## config.mk

```make
export PLATFORM = sky130hd
export DESIGN_NAME = button_debouncer_flat
export DESIGN_NICKNAME = d
export VERILOG_FILES = /design/src/rtl/button_debouncer_if.sv /design/src/rtl/button_debouncer.sv /design/src/flat_wrapper.sv
export SDC_FILE = /design/constraint.sdc
export NUM_CORES = 1
export LEC_CHECK = 0
export CAP_MARGIN = 0
export CORE_MARGIN = 2
export CORE_UTILIZATION = 45
export DETAILED_ROUTE_END_ITERATION = 16
export DONT_BUFFER_PORTS = 1
export GPL_ROUTABILITY_DRIVEN = 0
export GPL_TIMING_DRIVEN = 0
export PLACE_DENSITY = 0.67
export SYNTH_ARGS = -nofsm -noshare
export SYNTH_HDL_FRONTEND = slang
export SYNTH_SLANG_ARGS = --single-unit
```

## constraint.sdc

```tcl
create_clock -name clk -period 2.3 [get_ports clk]
set_clock_uncertainty 0.2 [all_clocks]
set_input_delay 0.345 -clock clk [delete_from_list [all_inputs] [get_ports clk]]
set_output_delay 0.345 -clock clk [all_outputs]
set_load 0.02 [all_outputs]
```

## src/rtl/button_debouncer_if.sv

```systemverilog
`default_nettype none
// ============================================================================
// Module   : button_debouncer_if
// Brief    : Pin-side input and clean-level outputs of the button debouncer.
// Revision : 1.0 - initial release
// ============================================================================
interface button_debouncer_if #(
  parameter int BOUNCE_W = 8
);
  logic                button_raw;
  logic                button_stable;
  logic                press_pulse;
  logic                release_pulse;
  logic [BOUNCE_W-1:0] bounce_count;

  // master: the debouncer itself; slave: the pin driver / downstream consumer
  modport master (
    input  button_raw,
    output button_stable,
    output press_pulse,
    output release_pulse,
    output bounce_count
  );

  modport slave (
    output button_raw,
    input  button_stable,
    input  press_pulse,
    input  release_pulse,
    input  bounce_count
  );
endinterface
`default_nettype wire

```

## src/rtl/button_debouncer.sv

```systemverilog
`default_nettype none
// ============================================================================
// Module   : button_debouncer
// Brief    : Synchronizes and debounces a push-button pin, emits press/release
//            strobes and a saturating count of aborted transitions.
// Revision : 1.0 - initial release
// ============================================================================
module button_debouncer #(
  parameter int DEBOUNCE_CYCLES   = 1_000_000,
  parameter int SYNC_STAGES       = 2,
  parameter int BUTTON_ACTIVE_LOW = 1,
  parameter int BOUNCE_W          = 8
) (
  input  wire logic           clk,
  input  wire logic           reset,
  button_debouncer_if.master  btn
);

  localparam int                 c_CNT_W      = $clog2(DEBOUNCE_CYCLES) + 1;
  localparam logic [c_CNT_W-1:0] c_CNT_LAST   = c_CNT_W'(DEBOUNCE_CYCLES - 1);
  localparam logic [c_CNT_W-1:0] c_CNT_ONE    = c_CNT_W'(1);
  localparam logic               c_ACTIVE_LOW = (BUTTON_ACTIVE_LOW != 0);

  typedef enum logic [1:0] {
    S_RELEASED    = 2'd0,
    S_PRESS_CHK   = 2'd1,
    S_PRESSED     = 2'd2,
    S_RELEASE_CHK = 2'd3
  } state_t;

  logic [SYNC_STAGES-1:0] r_sync;
  logic                   w_btn_s;

  state_t                 r_state;
  state_t                 w_state_nxt;
  logic [c_CNT_W-1:0]     r_cnt;
  logic [c_CNT_W-1:0]     w_cnt_nxt;
  logic [BOUNCE_W-1:0]    r_bounce;
  logic [BOUNCE_W-1:0]    w_bounce_nxt;
  logic [BOUNCE_W-1:0]    w_bounce_sat;
  logic                   r_stable;
  logic                   w_stable_nxt;
  logic                   r_press;
  logic                   w_press_nxt;
  logic                   r_release;
  logic                   w_release_nxt;

  // Chain resets to the released pin level so reset release never looks like a press
  always_ff @(posedge clk or posedge reset) begin
    if (reset) begin
      r_sync <= {SYNC_STAGES{c_ACTIVE_LOW}};
    end else begin
      r_sync <= {r_sync[SYNC_STAGES-2:0], btn.button_raw};
    end
  end

  assign w_btn_s      = r_sync[SYNC_STAGES-1] ^ c_ACTIVE_LOW;
  assign w_bounce_sat = (r_bounce == {BOUNCE_W{1'b1}}) ? r_bounce : r_bounce + 1'b1;

  always_ff @(posedge clk or posedge reset) begin
    if (reset) begin
      r_state   <= S_RELEASED;
      r_cnt     <= '0;
      r_bounce  <= '0;
      r_stable  <= 1'b0;
      r_press   <= 1'b0;
      r_release <= 1'b0;
    end else begin
      r_state   <= w_state_nxt;
      r_cnt     <= w_cnt_nxt;
      r_bounce  <= w_bounce_nxt;
      r_stable  <= w_stable_nxt;
      r_press   <= w_press_nxt;
      r_release <= w_release_nxt;
    end
  end

  always_comb begin
    w_state_nxt   = r_state;
    w_cnt_nxt     = r_cnt;
    w_bounce_nxt  = r_bounce;
    w_press_nxt   = 1'b0;
    w_release_nxt = 1'b0;
    case (r_state)
      S_RELEASED: begin
        if (w_btn_s) begin
          w_state_nxt = S_PRESS_CHK;
          w_cnt_nxt   = c_CNT_ONE;
        end
      end
      S_PRESS_CHK: begin
        // A reversal takes priority over completing the check
        if (!w_btn_s) begin
          w_state_nxt  = S_RELEASED;
          w_bounce_nxt = w_bounce_sat;
        end else if (r_cnt == c_CNT_LAST) begin
          w_state_nxt = S_PRESSED;
          w_press_nxt = 1'b1;
        end else begin
          w_cnt_nxt = r_cnt + c_CNT_ONE;
        end
      end
      S_PRESSED: begin
        if (!w_btn_s) begin
          w_state_nxt = S_RELEASE_CHK;
          w_cnt_nxt   = c_CNT_ONE;
        end
      end
      S_RELEASE_CHK: begin
        if (w_btn_s) begin
          w_state_nxt  = S_PRESSED;
          w_bounce_nxt = w_bounce_sat;
        end else if (r_cnt == c_CNT_LAST) begin
          w_state_nxt   = S_RELEASED;
          w_release_nxt = 1'b1;
        end else begin
          w_cnt_nxt = r_cnt + c_CNT_ONE;
        end
      end
      default: begin
        w_state_nxt = S_RELEASED;
      end
    endcase
    w_stable_nxt = (w_state_nxt == S_PRESSED) || (w_state_nxt == S_RELEASE_CHK);
  end

  assign btn.button_stable = r_stable;
  assign btn.press_pulse   = r_press;
  assign btn.release_pulse = r_release;
  assign btn.bounce_count  = r_bounce;

endmodule
`default_nettype wire
```

## src/flat_wrapper.sv

```systemverilog
// flat-port wrapper written by rule: the top's interface ports become plain ports
module button_debouncer_flat 
#(
  parameter int DEBOUNCE_CYCLES   = 1_000_000,
  parameter int SYNC_STAGES       = 2,
  parameter int BUTTON_ACTIVE_LOW = 1,
  parameter int BOUNCE_W          = 8
)
  (clk, reset, btn_button_raw, btn_button_stable, btn_press_pulse, btn_release_pulse, btn_bounce_count);
  button_debouncer_if #(.BOUNCE_W(BOUNCE_W)) btn_i ();
  input  wire logic clk;
  input  wire logic reset;
  input wire logic [$bits(btn_i.button_raw)-1:0] btn_button_raw;
  output wire logic [$bits(btn_i.button_stable)-1:0] btn_button_stable;
  output wire logic [$bits(btn_i.press_pulse)-1:0] btn_press_pulse;
  output wire logic [$bits(btn_i.release_pulse)-1:0] btn_release_pulse;
  output wire logic [$bits(btn_i.bounce_count)-1:0] btn_bounce_count;
  assign btn_i.button_raw = btn_button_raw;
  assign btn_button_stable = btn_i.button_stable;
  assign btn_press_pulse = btn_i.press_pulse;
  assign btn_release_pulse = btn_i.release_pulse;
  assign btn_bounce_count = btn_i.bounce_count;
  button_debouncer #(.DEBOUNCE_CYCLES(DEBOUNCE_CYCLES), .SYNC_STAGES(SYNC_STAGES), .BUTTON_ACTIVE_LOW(BUTTON_ACTIVE_LOW), .BOUNCE_W(BOUNCE_W)) u_core (.clk(clk), .reset(reset), .btn(btn_i));
endmodule
```

==> impl_metrics.py, run 1 <==
metrics = {
    "synthesis": {
        "synth_edf_count": 0,
        "netlist.area_leader.share_pct": 46.2,
        "synthXorXnorAreaFrac_pct": 4.69,
        "synth_warnings": 0,
        "synth_flop_cell": "dfrtp_1",
        "netlist_instances": 181,
        "synth-adder-area-share_pct": 1.36,
        "yosysSeqAreaShare_pct": 49.0,
        "netlist-cell-type-count": 49,
        "syn_nets": 186,
        "synth_area_um2": 1840,
        "synth-simple-area-share_pct": 21.9,
        "synth_top_family_by_area": "simple AND/OR/NAND/NOR gates",
        "synthTopCellsByArea": "dfrtp_1, o31ai_1, o21ai_0",
        "ys_seq_elements": 36,
        "muxShareOfSynthArea_pct": 2.24,
        "synth_top_cell_by_area": "dfrtp_1",
        "avgSynthCellArea_um2": 10.2,
        "synth-compound-area-share_pct": 17.5,
        "async_reset_ff_share_pct": 100,
    },
    "sta": {
        "slew_headroom_pct": 50.3,
        "setup_violations": 0,
        "fin_ws_ns": 0.0866,
        "finalCriticalPeriod_ns": 2.21,
        "final-hold-violation-count": 0,
        "drv_slew": 0,
        "finalSetupTns_ns": 0,
        "clock.fmax_ghz": 0.452,
        "min_period_over_period_pct": 96.2,
        "tightest_slew_ns": 0.744,
        "rsz0062_at_grt": "no",
    },
    "setup_path": {
        "path_class": "reg -> reg",
        "r2r_cells": 7,
        "crit_required_ns": 2.26,
        "arrival_ns": 2.17,
        "critPathMaxFanout": 11,
        "rrSetupSlack_ns": 0.09,
        "timing.rr.start": "u_core.r_cnt[0]$_DFFE_PP0P_",
        "r2r-end": "u_core.r_cnt[8]$_DFFE_PP0P_",
        "start_kind": "register",
        "worstSetupEndpointType": "register",
    },
    "clock_tree": {
        "cts-htree-levels": 2,
        "cts_tree": "done",
        "clk_latency_ns": 0.29,
        "cts-root-buf": "clkbuf_8",
        "cts_max_path_buffers": 2,
        "clock_sinks": 36,
        "cts_made_buffers": 5,
        "path_clk_slew_ns": 0.07,
    },
    "pwr": {
        "worst_ir_drop_vdd_v": 0.000641,
        "p_leak_nw": 0.879,
        "power.density_nw_per_um2": 783,
    },
    "global_routing": {
        "met3_usage_pct": 4.44,
        "grt_pass1_vias": 1446,
        "use_met2_pct": 33.5,
        "grt_busiest_layer": "met2",
        "grtUsageMet1_pct": 25.6,
        "antenna_found_initial": 0,
        "gr-usage-all-layers_pct": 20.2,
        "grt_pass1_wl_mm": 6.90,
        "overflow": 0,
        "grt_start_max_net_pins": 37,
    },
    "cells_and_area": {
        "drive_above_1_share_pct": 17.9,
        "mostFrequentLayoutCells": "dfrtp_1, nand2_1, o21ai_0",
        "final_core_util_pct": 52.5,
        "antenna_cells": 0,
        "multi_input_area_um2": 906,
        "ff_latch_area_um2": 903,
        "final_nets": 199,
        "n_fill_cell": 363,
        "area.growth.synth_to_final_pct": 13.2,
        "final_common_cell": "dfrtp_1",
    },
    "routing": {
        "drcViolationCount": 0,
        "firstDrtPassIters": 4,
        "num_vias": 1469,
        "drt-initial-drc-count": 92,
        "ant_nets": 0,
        "wirelength_mm": 4.17,
        "wl_per_cell_um": 17.0,
        "routed_via_density": 6.00,
    },
    "die": {
        "die_w_um": 68.0,
        "die_area_um2": 4620,
        "io-pin-count": 14,
        "start_util_pct": 46.4,
        "core.rowCount": 23,
        "fp.dieH_um": 68.0,
        "coreArea_um2": 3970,
    },
    "place": {
        "portBuffers": 0,
        "post-place-ws_ns": 0.0223,
        "dpl.hpwl_mm": 2.78,
    },
    "worst_hold_path": {
        "holdPathStages": 0,
        "hold_class": "reg -> reg",
        "worstHoldStart": "u_core.r_sync[0]$_DFF_PP1_",
        "hold_end": "u_core.r_sync[1]$_DFF_PP1_",
    },
    "run": {
        "drv_cap": 0,
    },
    "outcome": {
        "status": "finished, final reports clean",
    },
}
## flip-flops by register name, summed over array words and instances (netlist names)
name / cells
u_core.btn.press_pulse: 1
u_core.btn.bounce_count: 8
u_core.btn.release_pulse: 1
u_core.btn.button_stable: 1
u_core.r_sync: 2
u_core.r_state: 2
u_core.r_cnt: 21
## how the worst max path moves through the flow
stage / startpoint / endpoint / slack (ns) / cells past startpoint
after floorplan: u_core.r_cnt[0]$_DFFE_PP0P_ / u_core.r_cnt[10]$_DFFE_PP0P_ / 0.30 / 7
after global placement: u_core.r_cnt[0]$_DFFE_PP0P_ / u_core.r_cnt[10]$_DFFE_PP0P_ / 0.05 / 7
after detailed placement: u_core.r_cnt[0]$_DFFE_PP0P_ / u_core.r_cnt[8]$_DFFE_PP0P_ / 0.02 / 7
after CTS: u_core.r_cnt[0]$_DFFE_PP0P_ / u_core.r_cnt[10]$_DFFE_PP0P_ / 0.01 / 8
after global routing: u_core.r_cnt[0]$_DFFE_PP0P_ / u_core.r_cnt[8]$_DFFE_PP0P_ / 0.02 / 7
final: u_core.r_cnt[0]$_DFFE_PP0P_ / u_core.r_cnt[8]$_DFFE_PP0P_ / 0.09 / 7
## critical path: stages (launching register included)
cell and delay, ns:
dfrtp_1 0.42, ha_1 0.24, nand3_2 0.18, or2_0 0.24
buf_4 0.19, o21ai_4 0.32, or2_2 0.21, o31ai_1 0.08
## cells in the mapped netlist (2+ instances only)
| cell type | n |
|---|---|
| xnor2_1 | 4 |
| dfrtp_1 | 34 |
| clkbuf_1 | 2 |
| and2_1 | 2 |
| xor2_1 | 4 |
| and3_1 | 2 |
| o31ai_1 | 10 |
| a22o_1 | 2 |
| buf_2 | 3 |
| nor2_1 | 9 |
| nand4_1 | 7 |
| a31oi_1 | 4 |
| inv_1 | 7 |
| nor3_1 | 5 |
| a21oi_1 | 7 |
| o21ai_0 | 14 |
| nor4b_1 | 2 |
| mux2i_1 | 3 |
| ha_1 | 2 |
| dfstp_2 | 2 |
| nand3_1 | 9 |
| nor4_1 | 2 |
| nand2_1 | 17 |
| or2_2 | 2 |
| nand4_2 | 2 |
## layer usage
layer  vias to the layer above  part of all wire (%)
met3                         5                   3.4
met4                         0                   1.1
met2                        25                    51
met1                       742                    45
met5                         -                     0
li1                        697                     -
## stage by stage
| stage | cells | area, µm² | power, mW | hold WS [ns] |
|---|---|---|---|---|
| after floorplan | 181 | 1840 | 1.02 | 0.145 |
| after global placement | 231 | 1900 | 1.07 | 0.146 |
| after detailed placement | 231 | 1900 | 1.09 | 0.149 |
| after CTS | 240 | 2030 | 1.64 | 0.159 |
| after global routing | 245 | 2080 | 1.73 | 0.162 |
| final | 245 | 2080 | 1.63 | 0.157 |
## power breakdown
part           switching (mW)  internal (mW)
sequential              0.172          0.710
combinational           0.104         0.0953
clock                   0.229          0.322
total                   0.504           1.13
## repair_timing
item / CTS / global route
resized for setup: 1 / 4
pin swaps: 0 / 2
endpoints found under the hold margin: 1 / 34
setup buffers: 0 / 3
endpoints found under the setup margin: 1 / 13
gates cloned: 0 / 1
hold buffers: 1 / 1
## final cells by class
| type | count | area share [%] |
|---|---|---|
| clock inverters | 2 | 1.68 |
| inverters | 7 | 1.26 |
| flip-flops and latches | 36 | 43.3 |
| plain buffers | 6 | 1.74 |
| repair buffers | 5 | 2.04 |
| clock buffers | 6 | 3.48 |
| well taps | 50 | 3.00 |
| multi-input cells | 133 | 43.5 |
## cells by family after synthesis
logic type | count (synthesis)
AND/OR/NAND/NOR | 69
buffers and inverters | 13
multiplexers | 4
flip-flops | 36
XOR/XNOR | 9
adder cells (fa/ha/maj) | 2
AO/OA/AOI/OAI | 48
Note: power is estimated with default switching activity, not from simulation.
==> inputs of run 2 (changes only) <==
- CTS_BUF_LIST: not set -> sky130_fd_sc_hd__clkbuf_8 sky130_fd_sc_hd__clkbuf_16
==> impl_metrics.py, run 2 (same netlist as run 1, synthesis figures left out) <==
metrics = {
    "routing": {
        "wirelength_mm": 4.15,
        "drcViolationCount": 0,
        "routed_via_density": 6.04,
        "ant_nets": 0,
        "drt-initial-drc-count": 88,
        "num_vias": 1479,
        "wl_per_cell_um": 16.9,
        "firstDrtPassIters": 4,
    },
    "die": {
        "fp.dieH_um": 68.0,
        "die_w_um": 68.0,
        "coreArea_um2": 3970,
        "die_area_um2": 4620,
        "core.rowCount": 23,
        "start_util_pct": 46.4,
        "io-pin-count": 14,
    },
    "worst_hold_path": {
        "worstHoldStart": "u_core.r_sync[0]$_DFF_PP1_",
        "hold_class": "reg -> reg",
    },
    "cells_and_area": {
        "final_nets": 199,
        "mostFrequentLayoutCells": "dfrtp_1, nand2_1, o21ai_0",
        "final_common_cell": "dfrtp_1",
        "drive_above_1_share_pct": 19.0,
        "antenna_cells": 0,
        "n_fill_cell": 363,
        "area.growth.synth_to_final_pct": 13.6,
        "largest_reg_flops": 21,
        "design_area_um2": 2090,
        "regMostFlops": "u_core.r_cnt",
    },
    "clock_tree": {
        "cts-htree-levels": 2,
        "cts_made_buffers": 5,
        "cts_tree": "done",
        "clk_latency_ns": 0.29,
        "path_clk_slew_ns": 0.07,
        "cts_max_path_buffers": 2,
        "clock_sinks": 36,
        "cts-root-buf": "clkbuf_8",
    },
    "setup_path": {
        "crit_required_ns": 2.29,
        "worstSetupEndpointType": "register",
        "arrival_ns": 2.20,
        "timing.rr.start": "u_core.r_cnt[0]$_DFFE_PP0P_",
        "path_class": "reg -> reg",
        "start_kind": "register",
        "r2r_cells": 8,
        "r2r-end": "u_core.r_cnt[10]$_DFFE_PP0P_",
        "cp-startpoint": "u_core.r_cnt[0]$_DFFE_PP0P_",
        "rrSetupSlack_ns": 0.09,
        "endpoint": "u_core.r_cnt[10]$_DFFE_PP0P_",
        "critPathMaxFanout": 10,
    },
    "run": {
        "drv_cap": 0,
    },
    "sta": {
        "setup_violations": 0,
        "fin_ws_ns": 0.0880,
        "tightest_slew_ns": 0.748,
        "final-hold-violation-count": 0,
        "slew_headroom_pct": 50.1,
        "drv_slew": 0,
        "min_period_over_period_pct": 96.2,
        "finalCriticalPeriod_ns": 2.21,
        "clock.fmax_ghz": 0.452,
    },
    "place": {
        "dpl.hpwl_mm": 2.78,
        "place_area_um2": 1900,
        "portBuffers": 0,
        "post-place-ws_ns": 0.0223,
    },
    "global_routing": {
        "use_met2_pct": 33.5,
        "met3_usage_pct": 4.44,
        "overflow": 0,
        "grt_start_max_net_pins": 37,
        "grt_pass1_wl_mm": 6.90,
        "grt_pass1_vias": 1446,
        "antenna_found_initial": 0,
        "gr-usage-all-layers_pct": 20.2,
        "grt_busiest_layer": "met2",
        "grtUsageMet1_pct": 25.6,
    },
    "outcome": {
        "status": "finished, final reports clean",
    },
    "pwr": {
        "finalPower_mw": 1.64,
        "power.density_nw_per_um2": 784,
        "worst_ir_drop_vdd_v": 0.000643,
        "p_leak_nw": 0.888,
    },
}
==> run 2: cell types whose count changed in the layout (fill, tap and decap cells not counted) <==
cell,previous run,this run
ha_1,2,1
inv_1,6,7
clkbuf_1,3,2
nor4b_1,2,1
ha_2,0,1
nor4b_2,1,2
o21ai_2,1,0
clkbuf_4,0,1
==> run 2: worst min path at each step <==
stage	endpoint	slack (ns)	cells past startpoint
6_report	u_core.r_sync[1]$_DFF_PP1_	0.16	0
4_1_cts	u_core.r_sync[1]$_DFF_PP1_	0.16	0
3_5_place_dp	u_core.r_sync[1]$_DFF_PP1_	0.15	0
2_1_floorplan	u_core.r_sync[1]$_DFF_PP1_	0.15	0
5_1_grt	u_core.r_sync[1]$_DFF_PP1_	0.16	0
3_3_place_gp	u_core.r_sync[1]$_DFF_PP1_	0.15	0
==> run 2: layout make-up <==
class | instances | area (µm²) | share of cell area, %
Buffer | 6 | 36.3 | 1.73
Tap cell | 50 | 62.6 | 2.99
Inverter | 7 | 26.3 | 1.26
Sequential cell | 36 | 903 | 43.2
Clock buffer | 5 | 68.8 | 3.29
Timing Repair Buffer | 6 | 50.0 | 2.39
Clock inverter | 3 | 38.8 | 1.85
Multi-Input combinational cell | 132 | 906 | 43.3
==> run 2: per-stage QoR <==
stage | TNS (ns) | hold WS, ns | util, % | cells
2_1_floorplan | 0 | 0.145 | - | 181
4_1_cts | 0 | 0.159 | 51.1 | 240
6_report | 0 | 0.157 | 52.7 | 245
5_1_grt | -0.0000402 | 0.162 | 52.7 | 245
3_3_place_gp | 0 | 0.146 | 48.0 | 231
3_5_place_dp | 0 | 0.149 | 48.0 | 231
==> run 2: repair_timing <==
item	in CTS	in global routing
pin swaps	0	2
setup buffers	0	4
endpoints found under the setup margin	1	13
endpoints found under the hold margin	1	34
resized for setup	1	5
hold buffers	1	1
==> run 2: worst max-delay path, cell delays in order (launching register included) <==
cell and delay (ns):
dfrtp_1 0.42, ha_2 0.23, nand3_2 0.16, or2_0 0.24
clkbuf_4 0.20, o21ai_4 0.27, buf_6 0.19, o21ai_0 0.12
o31ai_2 0.08
==> run 2: power by group <==
| group | switching, mW | internal, mW |
|---|---|---|
| clock | 0.231 | 0.317 |
| combinational | 0.105 | 0.103 |
| sequential | 0.173 | 0.710 |
==> run 2: layer usage <==
layer / vias up / share of wire [%]
met5: - / 0
met4: 0 / 1.0
met3: 5 / 3.9
met2: 29 / 50
met1: 749 / 45
li1: 696 / -
==> inputs of run 3 (changes only) <==
- ABC_AREA: not set -> 1
- CAP_MARGIN: 0 -> 25
- PLACE_DENSITY: 0.67 -> 0.61
==> impl_metrics.py, run 3 <==
metrics = {
    "synthesis": {
        "synthTopCellsByArea": "dfrtp_1, nand2_1, nor2_1",
        "yosysSeqAreaShare_pct": 43.0,
        "syn_nets": 294,
        "ys_seq_elements": 36,
        "netlist.area_leader.share_pct": 40.5,
        "netlist_instances": 289,
        "async_reset_ff_share_pct": 100,
        "synth_edf_count": 0,
        "netlist-cell-type-count": 28,
        "synth_area_um2": 2100,
        "synth_warnings": 0,
        "synth_most_common_cell": "nand2_1",
        "ys_top_cells_by_count": "nand2_1, dfrtp_1, nor2_1, inv_1, nand3_1",
        "synth_flop_cell": "dfrtp_1",
        "synth_top_cell_by_area": "dfrtp_1",
        "avgSynthCellArea_um2": 7.27,
    },
    "cells_and_area": {
        "drive_above_1_share_pct": 8.70,
        "area.growth.synth_to_final_pct": 8.28,
        "n_fill_cell": 447,
        "largest_reg_flops": 21,
        "antenna_cells": 0,
        "final_nets": 303,
        "multi_input_area_um2": 1040,
        "mostFrequentLayoutCells": "nand2_1, nor2_1, dfrtp_1",
        "regMostFlops": "u_core.r_cnt",
        "ff_latch_area_um2": 903,
        "final_common_cell": "nand2_1",
    },
    "routing": {
        "num_vias": 1801,
        "wl_per_cell_um": 13.3,
        "drt-initial-drc-count": 78,
        "drcViolationCount": 0,
        "routed_via_density": 5.13,
        "firstDrtPassIters": 4,
        "wirelength_mm": 4.68,
        "ant_nets": 0,
    },
    "outcome": {
        "status": "finished, final reports clean",
    },
    "die": {
        "coreArea_um2": 4410,
        "core.rowCount": 24,
        "fp.dieH_um": 72.3,
        "io-pin-count": 14,
        "die_w_um": 72.3,
        "die_area_um2": 5230,
        "start_util_pct": 47.6,
    },
    "global_routing": {
        "grt_start_max_net_pins": 37,
        "overflow": 0,
        "grt_pass1_vias": 1744,
        "grt_pass1_wl_mm": 8.16,
        "gr-usage-all-layers_pct": 20.2,
        "antenna_found_initial": 0,
    },
    "place": {
        "portBuffers": 0,
        "post-place-ws_ns": 0.280,
        "dpl.hpwl_mm": 3.40,
    },
    "worst_hold_path": {
        "hold_end": "u_core.r_sync[1]$_DFF_PP1_",
        "holdPathStages": 0,
        "hold_class": "reg -> reg",
        "worstHoldStart": "u_core.r_sync[0]$_DFF_PP1_",
    },
    "sta": {
        "min_period_over_period_pct": 88.0,
        "tightest_slew_ns": 0.762,
        "finalSetupTns_ns": 0,
        "whs_ns": 0.158,
        "setup_violations": 0,
        "clock.fmax_ghz": 0.494,
        "fin_ws_ns": 0.275,
        "finalCriticalPeriod_ns": 2.02,
        "final-hold-violation-count": 0,
        "slew_headroom_pct": 49.1,
        "drv_slew": 0,
        "rsz0062_at_grt": "no",
    },
    "setup_path": {
        "path_class": "reg -> reg",
        "worstSetupEndpointType": "register",
        "critPathMaxFanout": 10,
        "timing.rr.start": "u_core.r_cnt[0]$_DFFE_PP0P_",
        "r2r-end": "u_core.r_cnt[17]$_DFFE_PP0P_",
        "rrSetupSlack_ns": 0.28,
        "r2r_cells": 9,
        "start_kind": "register",
        "arrival_ns": 2.01,
        "crit_required_ns": 2.28,
    },
    "clock_tree": {
        "cts-htree-levels": 2,
        "cts_max_path_buffers": 2,
        "cts_tree": "done",
        "path_clk_slew_ns": 0.08,
        "clock_sinks": 36,
        "cts-root-buf": "clkbuf_8",
        "cts_made_buffers": 5,
        "clk_latency_ns": 0.29,
        "cts_setup_buffers": 0,
    },
    "run": {
        "drv_cap": 0,
    },
    "pwr": {
        "p_leak_nw": 1.03,
        "worst_ir_drop_vdd_v": 0.000560,
        "power.density_nw_per_um2": 632,
    },
}
## run 3: worst max-delay path, cell delays in order (launching register included)
cell	delay, ns
dfrtp_1	0.45
ha_1	0.37
nand3_4	0.17
nor2_4	0.16
nand3_4	0.11
nand2_2	0.13
inv_2	0.06
buf_6	0.14
nand4_1	0.07
nand2_1	0.06
## run 3: worst max path at each step
stage,startpoint,end,slack [ns],cells past startpoint
2_1_floorplan,u_core.r_cnt[0]$_DFFE_PP0P_,u_core.r_cnt[19]$_DFFE_PP0P_,0.56,9
3_3_place_gp,u_core.r_cnt[0]$_DFFE_PP0P_,u_core.r_cnt[20]$_DFFE_PP0P_,0.31,9
3_5_place_dp,u_core.r_cnt[0]$_DFFE_PP0P_,u_core.r_cnt[19]$_DFFE_PP0P_,0.28,9
4_1_cts,u_core.r_cnt[0]$_DFFE_PP0P_,u_core.r_cnt[17]$_DFFE_PP0P_,0.26,9
5_1_grt,u_core.btn.bounce_count[0]$_DFFE_PP0P_,u_core.btn.bounce_count[5]$_DFFE_PP0P_,0.09,9
6_report,u_core.r_cnt[0]$_DFFE_PP0P_,u_core.r_cnt[17]$_DFFE_PP0P_,0.28,9
## run 3: what timing repair did
item,4_1_cts,5_1_grt
hold endpoints to repair,35,0
hold buffers,2,0
endpoints found under the setup margin,0,0
gates resized for setup,0,0
## run 3: cell families after synthesis
group / synth area share [%]
AOI/OAI and AO/OA: 6.43
xor gates and xnor gates: 3.75
adders and majority gates: 1.19
buffers and inverters: 7.68
DFF: 43.0
and+or+nand+nor: 37.9
## run 3: layout make-up
type | instances | area share, %
Clock inverter | 3 | 0.880
Sequential cell | 36 | 39.7
Multi-Input combinational cell | 216 | 45.5
Buffer | 6 | 1.98
Clock buffer | 5 | 3.03
Timing Repair Buffer | 2 | 0.880
Inverter | 31 | 5.12
Tap cell | 52 | 2.86
## run 3: metal layers
layer | track usage (%) | vias up | share of wire (%)
met5 | 0 | - | 0
met4 | 7.13 | 0 | 1.4
met3 | 4.72 | 7 | 2.9
met2 | 33.5 | 24 | 48
met1 | 25.7 | 837 | 48
li1 | - | 933 | -
## run 3: power breakdown
group / switching [mW] / internal, mW / total (mW)
sequential: 0.121 / 0.687 / 0.808
clock: 0.243 / 0.211 / 0.454
combinational: 0.110 / 0.0655 / 0.176
## run 3: per-stage QoR
step	power [mW]	std cells	cell area [µm²]	utilization [%]
after global routing	1.51	351	2270	51.5
after CTS	1.45	351	2270	51.5
final	1.44	351	2270	51.5
after floorplan	0.944	289	2100	-
after global placement	0.990	341	2170	49.1
after detailed placement	0.997	341	2170	49.1
